**src/rtl/mem_port_arbiter.sv**
```systemverilog
// Shares one fixed-latency memory port between instruction fetch and LD/SD data access.
// Define MEM_ARB_RR_EN for round-robin arbitration; otherwise data always beats fetch.
module mem_port_arbiter #(
  parameter int ADDR_W  = 32,
  parameter int DATA_W  = 32,
  parameter int MEM_LAT = 2
) (
  input  logic              CLK,
  input  logic              RESET_N,
  input  logic              IF_REQ,
  input  logic [ADDR_W-1:0] IF_ADDR,
  output logic              IF_GNT,
  output logic              IF_VALID,
  output logic [DATA_W-1:0] IF_RDATA,
  input  logic              D_REQ,
  input  logic              D_WE,
  input  logic [ADDR_W-1:0] D_ADDR,
  input  logic [DATA_W-1:0] D_WDATA,
  output logic              D_GNT,
  output logic              D_VALID,
  output logic [DATA_W-1:0] D_RDATA,
  output logic [ADDR_W-1:0] MEM_ADDR,
  output logic [DATA_W-1:0] MEM_WDATA,
  output logic              MEM_RD,
  output logic              MEM_WR,
  input  logic [DATA_W-1:0] MEM_RDATA,
  output logic              BUSY,
  output logic [1:0]        ESTADO_ARB
);

  generate
    if (MEM_LAT < 1 || MEM_LAT > 15) begin : g_lat_chk
      $error("mem_port_arbiter: MEM_LAT must be 1..15");
    end
  endgenerate

  localparam logic [1:0] S_IDLE   = 2'd0;
  localparam logic [1:0] S_ACCESS = 2'd1;
  localparam logic [1:0] S_RESP   = 2'd2;

  logic [1:0]        state_q, state_d;
  logic [ADDR_W-1:0] addr_q;
  logic [DATA_W-1:0] wdata_q;
  logic              we_q;
  logic              owner_q;   // 1 = data path, 0 = fetch
  logic              first_q;   // first ACCESS cycle, carries the grant
  logic [3:0]        lat_cnt;
  logic [DATA_W-1:0] if_rdata_q, d_rdata_q;
  logic              is_idle, start, win_d;

  // Encoding 3 is unused and behaves exactly like IDLE.
  assign is_idle = (state_q != S_ACCESS) && (state_q != S_RESP);
  assign start   = is_idle && (IF_REQ || D_REQ);

`ifdef MEM_ARB_RR_EN
  logic last_owner_q;

  always_comb win_d = (IF_REQ && D_REQ) ? !last_owner_q : D_REQ;

  always_ff @(posedge CLK or negedge RESET_N) begin
    if (!RESET_N)   last_owner_q <= 1'b0;
    else if (start) last_owner_q <= win_d;
  end
`else
  always_comb win_d = D_REQ;
`endif

  always_ff @(posedge CLK or negedge RESET_N) begin
    if (!RESET_N) state_q <= S_IDLE;
    else          state_q <= state_d;
  end

  always_comb begin
    state_d = S_IDLE;
    case (state_q)
      S_ACCESS: state_d = (lat_cnt == 4'd0) ? S_RESP : S_ACCESS;
      S_RESP:   state_d = S_IDLE;
      default:  state_d = (IF_REQ || D_REQ) ? S_ACCESS : S_IDLE;
    endcase
  end

  // Request is latched at grant so requesters may change inputs freely afterwards.
  always_ff @(posedge CLK or negedge RESET_N) begin
    if (!RESET_N) begin
      addr_q     <= '0;
      wdata_q    <= '0;
      we_q       <= 1'b0;
      owner_q    <= 1'b0;
      first_q    <= 1'b0;
      lat_cnt    <= 4'd0;
      if_rdata_q <= '0;
      d_rdata_q  <= '0;
    end else if (start) begin
      addr_q  <= win_d ? D_ADDR : IF_ADDR;
      wdata_q <= win_d ? D_WDATA : '0;
      we_q    <= win_d && D_WE;
      owner_q <= win_d;
      first_q <= 1'b1;
      lat_cnt <= 4'(MEM_LAT - 1);
    end else begin
      first_q <= 1'b0;
      if (state_q == S_ACCESS) begin
        if (lat_cnt != 4'd0) lat_cnt <= lat_cnt - 4'd1;
        else if (!we_q) begin
          if (owner_q) d_rdata_q  <= MEM_RDATA;
          else         if_rdata_q <= MEM_RDATA;
        end
      end
    end
  end

  always_comb begin
    IF_GNT     = 1'b0;
    D_GNT      = 1'b0;
    IF_VALID   = 1'b0;
    D_VALID    = 1'b0;
    MEM_RD     = 1'b0;
    MEM_WR     = 1'b0;
    MEM_ADDR   = '0;
    MEM_WDATA  = '0;
    if (state_q == S_ACCESS) begin
      IF_GNT    = first_q && !owner_q;
      D_GNT     = first_q && owner_q;
      MEM_RD    = !we_q;
      MEM_WR    = we_q;
      MEM_ADDR  = addr_q;
      MEM_WDATA = wdata_q;
    end
    if (state_q == S_RESP) begin
      IF_VALID = !owner_q;
      D_VALID  = owner_q;
    end
  end

  assign IF_RDATA   = if_rdata_q;
  assign D_RDATA    = d_rdata_q;
  assign BUSY       = !is_idle;
  assign ESTADO_ARB = state_q;

endmodule

```
**config.mk**
```make
export PLATFORM = sky130hd
export DESIGN_NAME = mem_port_arbiter
export DESIGN_NICKNAME = d
export VERILOG_FILES = /design/src/rtl/mem_port_arbiter.sv
export SDC_FILE = /design/constraint.sdc
export NUM_CORES = 1
export LEC_CHECK = 0
export ABC_CLOCK_PERIOD_IN_PS = 1700
export CAP_MARGIN = 20
export CORE_MARGIN = 2
export CORE_UTILIZATION = 38
export DETAILED_ROUTE_END_ITERATION = 6
export GPL_ROUTABILITY_DRIVEN = 0
export GPL_TIMING_DRIVEN = 0
export PLACE_DENSITY_LB_ADDON = 0.12
export SKIP_CTS_REPAIR_TIMING = 1
export SLEW_MARGIN = 20
export SYNTH_ARGS = -nofsm -noshare
export SYNTH_HDL_FRONTEND = slang
export SYNTH_SLANG_ARGS = --single-unit
```
**constraint.sdc**
```tcl
create_clock -name CLK -period 1.7 [get_ports CLK]
set_clock_uncertainty 0.05 [all_clocks]
set_input_delay 0.34 -clock CLK [delete_from_list [all_inputs] [get_ports CLK]]
set_output_delay 0.34 -clock CLK [all_outputs]
set_load 0.05 [all_outputs]
```
==> results.md, run 1 <==
- Status: complete, but fails checks
- Violated checks: setup timing
- Fmax: a little under 500 MHz
- Worst path slowest cell: dfrtp_2
- Per-cell routed wire length: about 16 um
- Distinct cells, synth: 32
- Sequential share of power: 22.9%
- Met3 Routed Length: roughly 1300 um
- Chip height: 131 um
- Sw frac: around 46%
- CP endpoint kind: flip-flop
- N_diodes: 0
- CP Cell Sequence: inv_2, ha_1, buf_6, o21ai_4, and4_1, buf_6, buf_12, mux2_4
- #FFs+latches synth: 137
- Fin Hold WS: between 0.4 and 0.5 ns
- Crit path arrival time: ~2.3 ns
- Drt initial violations: 220
- CTS tree: done
- Relative slew slack: slightly above 60%
- Number of vias in the routed layout: around 5,000
- Peak supply drop: ~1.1 mV
- First-pass GRT wire length: approximately 27,000 um
- Final hold violations: 0
- Die Area: around 17,000 um2
- Most used DFF post-synth: dfrtp_1
- Post-DP HPWL: 12,700 um
- Synthesized instance count: 540
- Core area: roughly 16,000 um2
- Internal: 0.0131 W
- Buf/Inv on CP: 4
- Pre-Repair DR Iteration Count: 7
- Hold Path Class: reg2reg
- Die Wd: about 130 um
- Final Worst Setup Slack: -0.350 ns
- Asr flop ratio synth: 100%
- H-tree Lvls: 4
- Placed insts: 1,025
- Final Instance Count excl. Fillers: about 1,100
- Share of power burned in combinational logic: a little over three fifths
- Routed Antenna Nets: 0
- CTS root buf: clkbuf_16
- Initial antenna violation count: 0
- Met2 WL post-DR: 8660 um
- Kind of critical path: reg2reg
- Clock Tree Buf Depth: 2
- Tightest Pin Transition: about 0.57 ns
- Worst setup SP type: flip-flop
- Post-synthesis net count: just under 700
- FP Rows: between 40 and 50
- Total gr overflow: 0
- Largest net degree at the start of global routing: 76
- Leak: 5.62 nW
- Post-synth EDFFs: 0
- Final setup vio count: 172
- Clock Power Share: between 10 and 15%
- Commonest non-fill, non-tap cell in the layout: dfrtp_1
- Max-slew violations: 0
- CP max stage delay: about 0.40 ns
- Mean post-synth cell area: between 10 and 15 um2
- Port Buffers: about 270
- Total CTS buffers: 17
- Drt via density: ~4.7
- Register area share after synthesis: a little under three fifths
- DRT Wirelength: approximately 18,000 um
- RSZ-0062 raised after global routing: true
- Initial Util: between 30 and 40%
- Post-synthesis cell area: about 6200 um2
- Clock Pin Slew Worst Setup and Hold Paths: 0.06 ns
- Final Critical Period: a little over 2 ns
- Top fanout value on the critical path: 10
- Max Cap Viol: 0
- Vias in the first global route: 5,300
- Most frequent cells in the layout: dfrtp_1, clkdlybuf4s50_1, nand2_1
- Final period util: 121%
- Synth Warn #: 0
- Filler Cells Inserted: about 1,200
- # DRC: 0
- Max Used Layer: met4
- Worst-Skew Late Latency: about 0.41 ns
- Final #Nets: about 970
- Power Density: roughly 2300 nW/um2
- Switching power: ~0.011 W
- CP top delay family: buffers and inverters
- Routed length on met1: ~7200 um
- GRT Total Usage: 20.0%
- Crit path top cell by count: buf_6
- CP required: 1.94 ns
- Area Growth Syn to Fin: 72.0%
- Num ports: 270
- Share of cells above drive strength 1: between 30 and 40%
- Clock Sinks: around 140
## worst paths after layout
path	from	end	slack [ns]	depth (start not counted)
max in group asynchronous	RESET_N	ESTADO_ARB[1]$_DFF_PN0_	0.44	3
min	wdata_q[12]$_DFFE_PN0P_	wdata_q[12]$_DFFE_PN0P_	0.41	2
max	ESTADO_ARB[0]$_DFF_PN0_	D_RDATA[4]$_DFFE_PN0P_	-0.35	8
min in group asynchronous	RESET_N	D_RDATA[9]$_DFFE_PN0P_	0.42	2
max reg2reg	ESTADO_ARB[0]$_DFF_PN0_	D_RDATA[4]$_DFFE_PN0P_	-0.35	8
min reg2reg	wdata_q[12]$_DFFE_PN0P_	wdata_q[12]$_DFFE_PN0P_	0.41	2
## registers in the layout, summed over array words and instances, names as in the netlist
signal and cells:
wdata_q 32, D_RDATA 32, we_q 1, IF_RDATA 32, lat_cnt 4, addr_q 32, owner_q 1, ESTADO_ARB 2
first_q 1
## metal layers
metal / GRT usage [%] / up-vias
met3: 7.25 / 23
met2: 33.6 / 191
met1: 23.8 / 2382
li1: - / 2399
met5: 0 / -
met4: 6.76 / 0
## per-stage QoR
step | total power [W] | setup TNS [ns] | utilization, % | area (um2) | setup slack, ns
after detailed placement | 0.0197 | -88.50 | 58.9 | 9360 | -1.05
after CTS | 0.0233 | -137.75 | 62.5 | 9920 | -1.51
after global routing | 0.0258 | -50.45 | 66.7 | 10600 | -0.421
after global placement | 0.0195 | -780.03 | 58.7 | 9320 | -5.59
after floorplan | 0.0151 | -26.75 | - | 6370 | -0.385
final | 0.0246 | -37.32 | 66.7 | 10600 | -0.350
## power by group through the flow
stage               registers [W]  logic [W]  clock network (W)
floorplan                 0.00818    0.00690                  0
global route              0.00583     0.0162            0.00371
global placement          0.00561     0.0139                  0
finish                    0.00562     0.0154            0.00349
CTS                       0.00564     0.0141            0.00356
detailed placement        0.00568     0.0140                  0
## Yosys cell counts (all sizes together), types with 2 or more instances
library cell / instances / area share [%]
dfrtp: 137 / 56
ha: 4 / 0.81
inv: 6 / 0.37
and2: 67 / 6.8
nand4b: 2 / 0.39
nand3: 34 / 2.8
nor2b: 2 / 0.24
mux2: 64 / 14
clkbuf: 20 / 1.2
a21oi: 3 / 0.24
buf: 19 / 2.1
o21ai: 34 / 2.9
mux2i: 33 / 5.4
and3: 2 / 0.20
nand2: 105 / 6.4
## cell type report
cell class	count	area (um2)	area share, %
Buffer	39	404	3.81
Clock buffer	18	439	4.14
Timing Repair Buffer	277	3200	30.1
Multi-Input combinational cell	358	2710	25.5
Clock inverter	14	125	1.18
Inverter	6	30.0	0.283
Sequential cell	137	3430	32.4
Tap cell	216	270	2.55
## cell families after synthesis
logic type,count (synthesis),synth area share [%]
mux,97,18.9
compound gates,39,3.49
fa+ha+maj,4,0.812
flops,137,55.6
buf+inv,45,3.67
simple gates,218,17.5
## worst register-to-register path: cells and delay by family (launching register included)
family / cells / cell delay, ns
flip-flops: 1 / 0.40
AO/OA/AOI/OAI: 1 / 0.09
multiplexers: 1 / 0.31
buffers and inverters: 4 / 0.53
AND/OR/NAND/NOR: 1 / 0.25
adder cells (fa/ha/maj): 1 / 0.30
Note: power is estimated with default switching activity, not from simulation.
==> run 2, diff against run 1 <==
--- a/config.mk
+++ b/config.mk
@@ -5,10 +5,12 @@
 export SDC_FILE = /design/constraint.sdc
 export NUM_CORES = 1
 export LEC_CHECK = 0
-export ABC_CLOCK_PERIOD_IN_PS = 1700
+export ABC_CLOCK_PERIOD_IN_PS = 2100
 export CAP_MARGIN = 20
 export CORE_MARGIN = 2
-export CORE_UTILIZATION = 38
+export CORE_UTILIZATION = 44
+export CTS_BUF_LIST = sky130_fd_sc_hd__clkbuf_8
+export CTS_CLUSTER_SIZE = 10
 export DETAILED_ROUTE_END_ITERATION = 6
 export GPL_ROUTABILITY_DRIVEN = 0
 export GPL_TIMING_DRIVEN = 0
==> constraint.sdc (replaced) <==
create_clock -name CLK -period 2.1 [get_ports CLK]
set_clock_uncertainty 0.05 [all_clocks]
set_input_delay 0.42 -clock CLK [delete_from_list [all_inputs] [get_ports CLK]]
set_output_delay 0.42 -clock CLK [all_outputs]
set_load 0.05 [all_outputs]
==> run 2 against run 1 <==
Net effect: clock-buffer cell count rose by 1; global-route usage grew 3.1 points; cell area fell by 5.1%; critical endpoint is now ESTADO_ARB[0]; critical path type is now reg2out; sequential power down 19%; die area is 13% lower; worst setup slack better by 0.29 ns; routed wire length is 1.8% higher; first-iteration DRC count increased by 22%; combinational power shrank 25%; sequential share of layout area grew 1.8 points; the run still ends with setup timing left; power fell by 24%.
==> results.md, run 2 (synthesis results as in run 1) <==
- Area Growth Syn to Fin: 63.2%
- Switching power: 0.00893 W (-22%)
- Violated checks: setup timing
- Final Critical Period: between 2 and 2.5 ns
- Port Buffers: 268 (unchanged)
- Most frequent cells in the layout: dfrtp_1, clkdlybuf4s50_1, nand2_1
- Reg2reg path depth: 6 (-2)
- First-pass GRT wire length: 26,200 um (-3.8%)
- RR Endpoint: IF_RDATA[26]$_DFFE_PN0P_
- Crit path arrival time: 1.69 ns (-0.60 ns)
- Final hold violations: 0 (unchanged)
- CTS root buf: clkbuf_8
- Top fanout value on the critical path: 3 (-7)
- FP Rows: 43 (-6.5%)
- Leak: 5.39 nW (-4.0%)
- Share of cells above drive strength 1: 25.8% (-5.3 points)
- Initial Util: 44.7% (+5.9 points)
- Routed Antenna Nets: 0 (unchanged)
- Sw frac: 47.6% (+1.2 points)
- Clock Tree Buf Depth: 2 (unchanged)
- CP Cell Sequence: clkdlybuf4s50_1
- Per-cell routed wire length: 17.4 um (+5.7%)
- Placed insts: 989 (-3.5%)
- Hold Path Stages: 2 (unchanged)
- Commonest non-fill, non-tap cell in the layout: dfrtp_1
- Fmax: roughly 460 MHz
- Number of vias in the routed layout: 5,083 (+1.8%)
- Sequential share of power: 24.3% (+1.4 points)
- Fin Hold WS: 0.413 ns (-0.00138 ns)
- Initial antenna violation count: 0 (unchanged)
- Worst-Skew Late Latency: 0.44 ns (+0.03 ns)
- Buf/Inv on CP: 1 (-3)
- Kind of critical path: reg2out
- Worst path slowest cell: clkdlybuf4s50_1
- Die Wd: 122 um (-6.9%)
- Largest net degree at the start of global routing: 73 (-3.9%)
- Max Cap Viol: 0 (unchanged)
- Core area: 13,800 um2 (-13%)
- Worst setup SP type: flip-flop
- Tightest Pin Transition: 0.564 ns (-0.00131 ns)
- GRT Total Usage: 23.1% (+3.1 points)
- Final setup vio count: 45 (-74%)
- Total gr overflow: 0 (unchanged)
- Vias in the first global route: 5,278 (-0.42%)
- Num ports: 270 (unchanged)
- Pre-Repair DR Iteration Count: 6 (-1)
- Relative slew slack: 62.4% (about the same)
- Setup slack, reg-to-reg: 0.07 ns (+0.42 ns)
- Chip height: 122 um (-6.9%)
- CP top delay family: buffers and inverters
- CP max stage delay: 0.85 ns (+0.45 ns)
- Worst r2r src: ESTADO_ARB[1]$_DFF_PN0_
- # DRC: 0 (unchanged)
- N_diodes: 0 (unchanged)
- Peak supply drop: 1.25 mV (+9.9%)
- Place WS: -0.745 ns (+0.306 ns)
- Drt initial violations: 269 (+22%)
- Share of power burned in combinational logic: 61.8% (-1.1 points)
- Crit. Startpoint: ESTADO_ARB[0]$_DFF_PN0_
- Total CTS buffers: 17 (unchanged)
- Clock Power Share: 14.0% (-0.2 points)
- Final Instance Count excl. Fillers: 1,025 (-3.8%)
- RSZ-0062 raised after global routing: true
- Power Density: 1860 nW/um2 (-20%)
- Min-Delay Startpoint: wdata_q[21]$_DFFE_PN0P_
- CP required: 1.63 ns (-0.31 ns)
- Die Area: 15,000 um2 (-13%)
- Drt via density: 4.96 (+5.7%)
- H-tree Lvls: 4 (unchanged)
- Internal: 0.00982 W (-25%)
- Clock Sinks: 137 (unchanged)
- Max-slew violations: 0 (unchanged)
- Final #Nets: 969 (-0.41%)
- Final period util: 103%
- CP endpoint kind: output pin
- Filler Cells Inserted: 998 (-17%)
- Worst Hold Endpoint: wdata_q[21]$_DFFE_PN0P_
- Clock Pin Slew Worst Setup and Hold Paths: 0.08 ns (+0.02 ns)
- CTS tree: done
- DRT Wirelength: 17,800 um (+1.8%)
- Final Worst Setup Slack: -0.0595 ns (+0.291 ns)
- Status: complete, but fails checks
- Hold Path Class: reg2reg
- Post-DP HPWL: 12,900 um (+1.3%)
run 2: changes by cell type in the layout (fill, tap and decap cells not counted), sizes merged:
cell	previous run	this run
buf	106	100
clkinvlp	3	1
clkbuf	31	34
dlymetal6s2s	66	65
bufinv	1	6
clkdlybuf4s50	130	131
inv	8	7
clkinv	8	5
run 2: power groups by stage:
stage	registers (W)	logic (W)	clock network, W
3_5_place_dp	0.00459	0.0109	0
3_3_place_gp	0.00450	0.0108	0
4_1_cts	0.00455	0.0110	0.00264
6_report	0.00455	0.0116	0.00262
2_1_floorplan	0.00658	0.00515	0
5_1_grt	0.00468	0.0122	0.00277
run 2: stage by stage:
stage / utilization (%) / area, um2 / power, W / TNS [ns]
after floorplan: - / 6240 / 0.0117 / 0
after global placement: 66.4 / 9150 / 0.0153 / -687.13
after detailed placement: 66.7 / 9180 / 0.0155 / -40.62
after CTS: 70.2 / 9670 / 0.0182 / -75.08
after global routing: 73.0 / 10100 / 0.0196 / -5.14
final: 73.0 / 10100 / 0.0187 / -1.33
run 2: worst max path at each step:
| stage | endpoint | slack, ns | cells past startpoint |
|---|---|---|---|
| 6_report | ESTADO_ARB[0] | -0.06 | 1 |
| 4_1_cts | MEM_ADDR[7] | -1.26 | 6 |
| 3_5_place_dp | MEM_ADDR[7] | -0.75 | 6 |
| 5_1_grt | MEM_WDATA[10] | -0.11 | 6 |
| 2_1_floorplan | D_RDATA[10]$_DFFE_PN0P_ | 0.01 | 8 |
| 3_3_place_gp | ESTADO_ARB[1]$_DFF_PN0_ | -5.24 | 1 |
run 2: cell type report:
cell class / count / area, um2 / share of cell area (%)
Sequential cell: 137 / 3430 / 34.1
Timing Repair Buffer: 273 / 3020 / 30.0
Multi-Input combinational cell: 358 / 2590 / 25.8
Buffer: 39 / 279 / 2.77
Clock buffer: 19 / 262 / 2.60
Tap cell: 180 / 225 / 2.24
Clock inverter: 13 / 224 / 2.23
Inverter: 6 / 22.5 / 0.224
run 2: routing by layer:
| layer | share of wire [%] | track usage (%) |
|---|---|---|
| met1 | 38 | 26.5 |
| met2 | 52 | 40.2 |
| met3 | 7.4 | 6.74 |
| met4 | 2.4 | 9.48 |
| met5 | 0 | 0 |
==> run 3, diff against run 2 <==
--- a/config.mk
+++ b/config.mk
@@ -7,8 +7,10 @@
 export LEC_CHECK = 0
 export ABC_CLOCK_PERIOD_IN_PS = 2100
 export CAP_MARGIN = 20
+export CELL_PAD_IN_SITES_DETAIL_PLACEMENT = 1
+export CELL_PAD_IN_SITES_GLOBAL_PLACEMENT = 2
 export CORE_MARGIN = 2
-export CORE_UTILIZATION = 44
+export CORE_UTILIZATION = 26
 export CTS_BUF_LIST = sky130_fd_sc_hd__clkbuf_8
 export CTS_CLUSTER_SIZE = 10
 export DETAILED_ROUTE_END_ITERATION = 6
==> run 3 against run 2 <==
Net effect: the flow still finishes with violations (setup timing); sequential share of layout area decreased by 0.45 points; critical path depth increased by 4; via count decreased by 1.2%; worst setup slack improved by 0.0050 ns; routed wire length increased by 12%; utilization decreased by 29 points.
==> results.md, run 3 (synthesis results as in run 1) <==
- Kind of critical path: reg2out
- Final #Nets: 971 (+0.21%)
- Per-cell routed wire length: 17.1 um (-1.7%)
- Post-DP HPWL: 15,000 um (+16%)
- # DRC: 0 (unchanged)
- RR Endpoint: IF_RDATA[28]$_DFFE_PN0P_
- Status: complete, but fails checks
- Worst-Skew Late Latency: 0.43 ns (about the same)
- Total CTS buffers: 17 (unchanged)
- Worst r2r src: ESTADO_ARB[1]$_DFF_PN0_
- Vias in the first global route: 5,455 (+3.4%)
- Area Growth Syn to Fin: 65.4%
- Clock Tree Buf Depth: 2 (unchanged)
- GRT Total Usage: 16.1% (-6.9 points)
- Fmax: 464 MHz (+0.23%)
- Number of vias in the routed layout: 5,020 (-1.2%)
- H-tree Lvls: 4 (unchanged)
- Die Area: 25,000 um2 (+67%)
- RSZ-0062 raised after global routing: true
- Finished Cell Area: 10,200 um2 (+1.3%)
- Drt initial violations: 136 (-49%)
- Clock Sinks: 137 (unchanged)
- Placed insts: 1,128 (+14%)
- Post-DP Area: 9350 um2 (+1.9%)
- Leak: 5.37 nW (-0.47%)
- CP required: 1.63 ns (about the same)
- Hold Path Class: reg2reg
- First-pass GRT wire length: 30,500 um (+16%)
- Core area: 23,400 um2 (+70%)
- Chip height: 158 um (+29%)
- Max-slew violations: 0 (unchanged)
- Violated checks: setup timing
- CTS tree: done
- Die Wd: 158 um (+29%)
- Largest net degree at the start of global routing: 80 (+9.6%)
- Final hold violations: 0 (unchanged)
- N_diodes: 0 (unchanged)
- Crit path arrival time: 1.68 ns (about the same)
- Pre-Repair DR Iteration Count: 4 (-2)
- Final Worst Setup Slack: -0.0545 ns (+0.00499 ns)
- Port Buffers: 268 (unchanged)
- Initial antenna violation count: 2 (+2)
- Final setup vio count: 57 (+27%)
- Top fanout value on the critical path: 10 (+7)
- Final Instance Count excl. Fillers: 1,166 (+14%)
- CP endpoint kind: output pin
- Drt via density: 4.31 (-13%)
- Commonest non-fill, non-tap cell in the layout: dfrtp_1
- Final Total Pwr: 0.0184 W (-2.0%)
- DRT Wirelength: 20,000 um (+12%)
- Peak supply drop: 0.600 mV (-52%)
- Initial Util: 26.3% (-18 points)
- FP Rows: 56 (+30%)
- Final Critical Period: 2.15 ns (-0.00499 ns)
- Setup slack, reg-to-reg: 0.08 ns (about the same)
- Clock Pin Slew Worst Setup and Hold Paths: 0.08 ns (about the same)
- Crit. Startpoint: ESTADO_ARB[1]$_DFF_PN0_
- Share of cells above drive strength 1: 26.3% (+0.53 points)
- Reg2reg path depth: 6 (unchanged)
- Tightest Pin Transition: 0.573 ns (+0.00931 ns)
- Fin Hold WS: 0.420 ns (+0.00729 ns)
- CP endpoint: BUSY
- Most frequent cells in the layout: dfrtp_1, clkdlybuf4s50_1, nand2_1
- Max Cap Viol: 0 (unchanged)
- Final period util: 103% (-0.24 points)
- Total gr overflow: 0 (unchanged)
- Num ports: 270 (unchanged)
- Worst setup SP type: flip-flop
- CTS root buf: clkbuf_8
- Power Density: 1800 nW/um2 (-3.3%)
- Routed Antenna Nets: 0 (unchanged)
- Relative slew slack: 61.7% (-0.62 points)
[run 3: cell types whose count changed in the layout (fill, tap and decap cells not counted), sizes merged]
cell	change
clkbuf	+1
clkinvlp	+4
inv	+6
bufinv	-6
dlymetal6s2s	+1
clkdlybuf4s50	-1
clkinv	-3
[run 3: per-stage QoR]
stage,utilization [%],worst slack (ns),setup TNS [ns]
6_report,43.6,-0.0545,-1.53
5_1_grt,43.6,-0.156,-9.61
3_3_place_gp,39.8,-5.70,-755.57
4_1_cts,41.5,-1.43,-85.98
3_5_place_dp,40.0,-0.907,-54.40
2_1_floorplan,-,0.0112,0
[run 3: power by group]
part | internal, W | switching (W)
sequential | 0.00388 | 0.000646
combinational | 0.00449 | 0.00733
clock | 0.000876 | 0.00116
total | 0.00924 | 0.00914
[run 3: area by class of cell]
type,count,area (um2)
Fill cell,2530,13200
Sequential cell,137,3430
Timing Repair Buffer,275,3060
Multi-Input combinational cell,358,2600
Tap cell,319,399
Buffer,39,318
Clock buffer,18,248
Clock inverter,14,115
Inverter,6,22.5
[run 3: how the worst min path moves through the flow]
stage	endpoint	depth (start not counted)	slack, ns	from
floorplan	D_RDATA[0]$_DFFE_PN0P_	0	0.07	RESET_N
global placement	wdata_q[2]$_DFFE_PN0P_	2	0.40	wdata_q[2]$_DFFE_PN0P_
detailed placement	D_RDATA[4]$_DFFE_PN0P_	1	0.34	RESET_N
CTS	D_RDATA[4]$_DFFE_PN0P_	1	-0.18	RESET_N
global route	D_RDATA[4]$_DFFE_PN0P_	2	0.43	RESET_N
finish	wdata_q[6]$_DFFE_PN0P_	2	0.42	wdata_q[6]$_DFFE_PN0P_
[run 3: worst max-delay path, cell delays in order (launching register included)]
cell	delay [ns]
dfrtp_2	0.44
ha_1	0.31
buf_6	0.15
buf_8	0.14
inv_1	0.06
buf_6	0.15
[run 3: routing by layer]
metal	global-route usage (%)	part of all wire [%]
met5	0	0.14
met4	4.42	1.4
met3	6.00	7.4
met2	27.5	50
met1	19.0	41
